--- src/rtl/spmmio_pkg.sv ---
// Shared definitions for the soft-processor MMIO bridge and its helpers.
//
// Contents:
//   REG_ADR_W  - width of the peripheral register address
//   DATA_W     - width of the MMIO data path
//   WAIT_CNT_W - width of the bridge wait-state counter
//   state_t    - bridge FSM state encoding
package spmmio_pkg;

    localparam int REG_ADR_W  = 4;
    localparam int DATA_W     = 32;
    localparam int WAIT_CNT_W = 4;

    typedef enum logic [1:0] {
        ST_IDLE   = 2'd0,
        ST_STROBE = 2'd1,
        ST_WAIT   = 2'd2,
        ST_DONE   = 2'd3
    } state_t;

endpackage

--- src/rtl/spmmio_dev_mux.sv ---
// Read-data selector for the MMIO bridge.
//
// Picks the 32-bit read-data slice of one peripheral out of the concatenated
// dev_q bus. Devices that are not present in DEV_PRESENT always return zero,
// so a floating or unused slice can never leak onto the CPU bus.
//
// Ports:
//   dev_idx - device index (numeric, device 0..NUM_DEV-1)
//   dev_q   - concatenated peripheral read data, device 0 in the top 32 bits
//   q       - selected read data
//
// Bit numbering: the documentation numbers buses MSB-first, so "device i at
// [32*i : 32*i+31]" means device 0 occupies the most significant word.
module spmmio_dev_mux
    import spmmio_pkg::*;
#(
    parameter int                         DEV_BITS    = 2,
    parameter logic [(2**DEV_BITS)-1:0]   DEV_PRESENT = '1
) (
    input  logic [DEV_BITS-1:0]                dev_idx,
    input  logic [DATA_W*(2**DEV_BITS)-1:0]    dev_q,
    output logic [DATA_W-1:0]                  q
);

    localparam int NUM_DEV = 2**DEV_BITS;

    logic [DATA_W-1:0] slice [NUM_DEV];

    // Device gi lives in the gi-th word counted from the MSB end.
    generate
        for (genvar gi = 0; gi < NUM_DEV; gi++) begin : g_slice
            assign slice[gi] = DEV_PRESENT[gi]
                             ? dev_q[DATA_W*(NUM_DEV-1-gi) +: DATA_W]
                             : '0;
        end
    endgenerate

    assign q = slice[dev_idx];

endmodule

--- src/rtl/spmmio_bridge.sv ---
// Bus-side front end of the soft-processor MMIO space.
//
// Accepts one CPU word transaction at a time, decodes the device index from
// the top bits of cpu_adr, strobes the selected peripheral for exactly one
// cycle, optionally waits WAIT_CYCLES extra cycles, then captures read data
// and returns a single-cycle cpu_ack.
//
// Ports:
//   clk, reset          - clock, asynchronous active-high reset
//   cpu_adr             - {device index, 4-bit register} word address
//   cpu_req             - level request, sampled only in IDLE
//   cpu_we/sel/d        - write flag, byte enables, write data
//   cpu_q/cpu_ack       - read data (valid with ack), one-cycle completion
//   adr/cs/sel/we/d     - shared peripheral strobe bus; cs is one-hot
//   dev_q               - concatenated peripheral read data
//
// Bit numbering: buses are documented MSB-first. cs "bit i" (device i) is
// therefore vector bit NUM_DEV-1-i, so device 0 drives the MSB of cs. The
// device index is the MSB field of cpu_adr, the register the low 4 bits.
module spmmio_bridge
    import spmmio_pkg::*;
#(
    parameter int                         DEV_BITS    = 2,
    parameter int                         WAIT_CYCLES = 0,
    parameter logic [(2**DEV_BITS)-1:0]   DEV_PRESENT = '1
) (
    input  logic                                clk,
    input  logic                                reset,
    input  logic [DEV_BITS+REG_ADR_W-1:0]       cpu_adr,
    input  logic                                cpu_req,
    input  logic                                cpu_we,
    input  logic [3:0]                          cpu_sel,
    input  logic [DATA_W-1:0]                   cpu_d,
    output logic [DATA_W-1:0]                   cpu_q,
    output logic                                cpu_ack,
    output logic [REG_ADR_W-1:0]                adr,
    output logic [(2**DEV_BITS)-1:0]            cs,
    output logic [3:0]                          sel,
    output logic                                we,
    output logic [DATA_W-1:0]                   d,
    input  logic [DATA_W*(2**DEV_BITS)-1:0]     dev_q
);

    localparam int NUM_DEV = 2**DEV_BITS;
    localparam logic [WAIT_CNT_W-1:0] WAIT_LOAD =
        WAIT_CNT_W'((WAIT_CYCLES > 0) ? WAIT_CYCLES - 1 : 0);

    state_t                 state_reg, state_next;
    logic [DEV_BITS-1:0]    dev_reg,   dev_next;
    logic [WAIT_CNT_W-1:0]  cnt_reg,   cnt_next;
    logic [DATA_W-1:0]      q_reg,     q_next;
    logic                   ack_reg,   ack_next;
    logic [REG_ADR_W-1:0]   adr_reg,   adr_next;
    logic [NUM_DEV-1:0]     cs_reg,    cs_next;
    logic [3:0]             sel_reg,   sel_next;
    logic                   we_reg,    we_next;
    logic [DATA_W-1:0]      d_reg,     d_next;

    logic [DEV_BITS-1:0]    dev_in;
    logic [NUM_DEV-1:0]     dev_onehot;
    logic [DATA_W-1:0]      mux_q;
    logic [DATA_W-1:0]      capture;

    assign dev_in = cpu_adr[DEV_BITS+REG_ADR_W-1 -: DEV_BITS];

    // One-hot select for the incoming index; absent devices never strobe.
    generate
        for (genvar gi = 0; gi < NUM_DEV; gi++) begin : g_onehot
            assign dev_onehot[NUM_DEV-1-gi] =
                (dev_in == DEV_BITS'(gi)) && DEV_PRESENT[gi];
        end
    endgenerate

    spmmio_dev_mux #(
        .DEV_BITS    (DEV_BITS),
        .DEV_PRESENT (DEV_PRESENT)
    ) u_dev_mux (
        .dev_idx (dev_reg),
        .dev_q   (dev_q),
        .q       (mux_q)
    );

    // Writes return zero; the mux already zeroes absent devices.
    assign capture = we_reg ? '0 : mux_q;

    always_comb begin
        state_next = state_reg;
        dev_next   = dev_reg;
        cnt_next   = cnt_reg;
        q_next     = q_reg;
        ack_next   = 1'b0;
        adr_next   = adr_reg;
        cs_next    = '0;
        sel_next   = sel_reg;
        we_next    = we_reg;
        d_next     = d_reg;

        case (state_reg)
            ST_IDLE: begin
                if (cpu_req) begin
                    adr_next   = cpu_adr[REG_ADR_W-1:0];
                    sel_next   = cpu_sel;
                    we_next    = cpu_we;
                    d_next     = cpu_d;
                    dev_next   = dev_in;
                    cs_next    = dev_onehot;
                    state_next = ST_STROBE;
                end
            end
            ST_STROBE: begin
                if (WAIT_CYCLES == 0) begin
                    q_next     = capture;
                    ack_next   = 1'b1;
                    state_next = ST_DONE;
                end else begin
                    cnt_next   = WAIT_LOAD;
                    state_next = ST_WAIT;
                end
            end
            ST_WAIT: begin
                if (cnt_reg == '0) begin
                    q_next     = capture;
                    ack_next   = 1'b1;
                    state_next = ST_DONE;
                end else begin
                    cnt_next = cnt_reg - 1'b1;
                end
            end
            ST_DONE: begin
                state_next = ST_IDLE;
            end
            default: begin
                state_next = ST_IDLE;
            end
        endcase
    end

    always_ff @(posedge clk or posedge reset) begin
        if (reset) begin
            state_reg <= ST_IDLE;
            dev_reg   <= '0;
            cnt_reg   <= '0;
            q_reg     <= '0;
            ack_reg   <= 1'b0;
            adr_reg   <= '0;
            cs_reg    <= '0;
            sel_reg   <= '0;
            we_reg    <= 1'b0;
            d_reg     <= '0;
        end else begin
            state_reg <= state_next;
            dev_reg   <= dev_next;
            cnt_reg   <= cnt_next;
            q_reg     <= q_next;
            ack_reg   <= ack_next;
            adr_reg   <= adr_next;
            cs_reg    <= cs_next;
            sel_reg   <= sel_next;
            we_reg    <= we_next;
            d_reg     <= d_next;
        end
    end

    assign cpu_q   = q_reg;
    assign cpu_ack = ack_reg;
    assign adr     = adr_reg;
    assign cs      = cs_reg;
    assign sel     = sel_reg;
    assign we      = we_reg;
    assign d       = d_reg;

endmodule

--- config.mk ---
export PLATFORM = sky130hd
export DESIGN_NAME = spmmio_bridge
export DESIGN_NICKNAME = d
export VERILOG_FILES = /design/src/rtl/spmmio_pkg.sv /design/src/rtl/spmmio_dev_mux.sv /design/src/rtl/spmmio_bridge.sv
export SDC_FILE = /design/constraint.sdc
export NUM_CORES = 1
export LEC_CHECK = 0
export CORE_MARGIN = 2
export CORE_UTILIZATION = 40
export CTS_BUF_LIST = sky130_fd_sc_hd__clkbuf_16
export DETAILED_ROUTE_END_ITERATION = 6
export PLACE_DENSITY = 0.93
export SLEW_MARGIN = 20
export SYNTH_ARGS = -nofsm -noshare
export SYNTH_HDL_FRONTEND = slang
export SYNTH_SLANG_ARGS = --single-unit
export TNS_END_PERCENT = 100
--- constraint.sdc ---
create_clock -name clk -period 7.35 [get_ports clk]
set_input_delay 1.47 -clock clk [delete_from_list [all_inputs] [get_ports clk]]
set_output_delay 1.47 -clock clk [all_outputs]
set_load 0.02 [all_outputs]
==> results.cfg <==
[outcome]
outcome = complete, no violations

[die]
core-area_um2 = 9774
row_count = 36
ioPinCount = 252
start_util_pct = 41.18
die_h_um = 104.3
dieArea_um2 = 10880
chipWidth_um = 104.3

[critical_path]
max_stage_delay_ns = 0.75
worstSetupStartpoint = cpu_req
timing.reg2reg.setup_slack_ns = 5.28
required_ns = 7.56
reg2regPathDepth = 6
worstSetupEndpointType = flip-flop
worst-setup-path-type = input pin to flip-flop
r2r_start = state_reg[0]$_DFFE_PP0P_
crit_slowest_cell = nand2_2
crit_chain = clkdlybuf4s50_1, nand2_2, mux2_2
critical_path.startpoint_type = input pin
crit_fanout = 46
r2r-end = cpu_q[24]$_DFFE_PP0P_
critPathArrivalTime_ns = 3.14

[hold_path]
hold_path.class = flip-flop to flip-flop
hold_path_end = adr[3]$_DFFE_PP0P_
timing.hold.worst_path_depth = 1
worstHoldStart = adr[3]$_DFFE_PP0P_

[cts]
htreeDepth = 3
post_cts.resized_instances = 0
clk_latency_ns = 0.33
cts_hold_buffers = 0
clock_tree_from_tritoncts = done
clock_sink_count = 86
clkSlewWorstSetupHoldPaths_ns = 0.06
cts_buffers = 9
maximum_buffer_depth_of_the_clock_tree = 2
cts_setup_buffers = 0
ctsRootBufferMaster = clkbuf_16

[grt]
grt.overflow.total = 0
grt_use_total_pct = 23.09
initial_antenna_violation_count = 2
grt_start_max_net_pins = 87
grt_first_pass_wirelength_mm = 19.22
first_global_vias = 3595

[route]
via_count = 3259
drt.antenna.violating_nets = 0
drt-initial-drc-count = 139
routed_wirelength_mm = 12.31
route.detailed.vias_per_inst = 5.140
drt_first_pass_iters = 4
remaining_drc_errors = 0
wire_per_inst_um = 19.41

[power_and_ir_drop]
pleak_nw = 2.830
post-layout-total-power_w = 0.002585
power.ir.vdd_worst_uv = 173.4
comb_power_share_pct = 52.6
p_int_w = 0.001659
net_sw_share_pct = 35.83
power.net_switching_w = 0.0009265
clk_network_pwr_share_pct = 15.1
power_density_nw_per_um2 = 376.4
power_share_of_the_sequential_group_pct = 32.3

[final_layout]
multiInputGateArea_um2 = 1732
seqCellArea_um2 = 2156
n_fill_cell = 644
fin_nets = 675
layout-drive-gt1-share_pct = 18.24
count_of_placed_standard_cells_in_the_final_layout_fillers_left_out = 634
synthToLayoutAreaGrowth_pct = 70.66

[logic_synthesis]
syn_area_per_cell_um2 = 16.17
synthesized_nets = 428
synth.ff_latch_count = 86
synth_cells = 249
synthesis.yosys.warnings = 0
synth.lib_cells_used.distinct = 26
synth.yosys.seq_area_share_pct = 53.47
syn_area_um2 = 4025

[timing]
tightest_slew_ns = 1.007
worst_clock_skew_ns = 0.006628
layout_worst_path_cycle_share_pct = 39.86
maxSlewViolCount = 0
rsz0062_at_grt = no
slew_headroom_pct = 32.65
fin_setup_tns_ns = 0
final_hold_viol_count = 0
layout_setup_ws_ns = 4.420
period_needed_ns = 2.930
fmax_ghz = 0.3413
report.final.setup_viol = 0

[placed_design]
place_congestion = 0.8749
place_worst_setup_slack_ns = 4.091
port_buffers = 251
dp_hpwl_mm = 9.384
dp_cells = 618

[job]
cap_violations = 0
-- through the flow --
stage	hold slack, ns	utilization, %	area (um2)
final	0.5041	70.28	6869
after global routing	0.5168	70.28	6869
after CTS	0.5055	70.16	6858
after detailed placement	0.4933	67.63	6610
after global placement	0.4829	67.63	6610
after floorplan	0.4665	-	4025
-- cells in the mapped netlist --
master / n / area (um2)
nand3_1: 2 / 10.01
inv_1: 6 / 22.52
o21a_1: 1 / 7.510
and4bb_2: 1 / 12.51
o21ai_0: 1 / 5.000
dfrtp_1: 86 / 2152
nor2_1: 2 / 7.510
buf_4: 3 / 22.52
o21ba_2: 1 / 10.01
nand2_1: 6 / 22.52
or3b_1: 1 / 8.760
buf_6: 4 / 45.04
nor2_2: 1 / 6.260
mux2i_1: 2 / 20.02
mux4_1: 3 / 78.83
a21oi_2: 1 / 8.760
nor3_1: 3 / 15.01
mux2_2: 42 / 473.0
a22o_1: 32 / 280.3
xnor2_1: 2 / 17.52
mux4_2: 29 / 653.1
mux2_1: 1 / 11.26
ha_1: 5 / 62.56
clkbuf_1: 1 / 3.750
nor2b_1: 3 / 18.77
buf_2: 10 / 50.05
-- layer usage --
metal  global-route usage (%)  wire, um  vias to the layer above
met5                        0         0                        -
met4                    9.749       259                        0
met3                    6.140       966                       17
met2                    40.85      6491                      181
met1                    26.27      4588                     1607
li1                         -         -                     1454
-- power groups by stage --
stage          clock network, W  logic, W  registers [W]
2_1_floorplan                 0  0.000622        0.00101
3_3_place_gp                  0   0.00132       0.000830
3_5_place_dp                  0   0.00137       0.000839
4_1_cts                0.000398   0.00137       0.000837
5_1_grt                0.000421   0.00143       0.000863
6_report               0.000390   0.00136       0.000835
-- worst max-delay path: cells and delay by family --
kind | cells | cell delay (ns)
AND/OR/NAND/NOR | 1 | 0.75
buffers and inverters | 1 | 0.45
multiplexers | 1 | 0.44
-- layout make-up --
class,instances,share of cell area (%)
clock inverters,5,0.3279
diodes,2,0.07286
flip-flops and latches,86,31.38
clock buffers,9,3.279
inverters,6,0.3461
repair buffers,254,36.96
multi-input cells,139,25.21
well taps,133,2.423
-- kinds of logic (layout without fill, tap and decap cells) --
family	after synthesis	in the layout	share of synthesized area [%]
AO/OA/AOI/OAI	36	36	7.740
AND/OR/NAND/NOR	19	19	2.518
adder cells (fa/ha/maj)	5	5	1.554
buffers and inverters	24	274	3.575
other	0	2	0
flip-flops	86	86	53.47
XOR/XNOR	2	2	0.4353
multiplexers	77	77	30.71
-- layout by cell type, fill, tap and decap left out, drive strengths merged, types with 3 or more instances in the layout --
master | netlist | final
nor3 | 3 | 3
nand2 | 6 | 6
a22o | 32 | 32
inv | 6 | 7
dfrtp | 86 | 86
clkbuf | 1 | 9
clkinv | 0 | 3
nor2b | 3 | 3
buf | 17 | 3
clkdlybuf4s50 | 0 | 251
nor2 | 3 | 3
mux4 | 32 | 32
ha | 5 | 5
mux2 | 43 | 43
-- worst max path at each step --
stage	endpoint	slack (ns)
after detailed placement	d[29]$_DFFE_PP0P_	4.09
final	d[1]$_DFFE_PP0P_	4.42
after global placement	d[5]$_DFFE_PP0P_	4.15
after CTS	d[1]$_DFFE_PP0P_	4.42
after global routing	d[1]$_DFFE_PP0P_	4.31
after floorplan	adr[0]$_DFFE_PP0P_	3.66
Power figures use the tool's default switching activity.
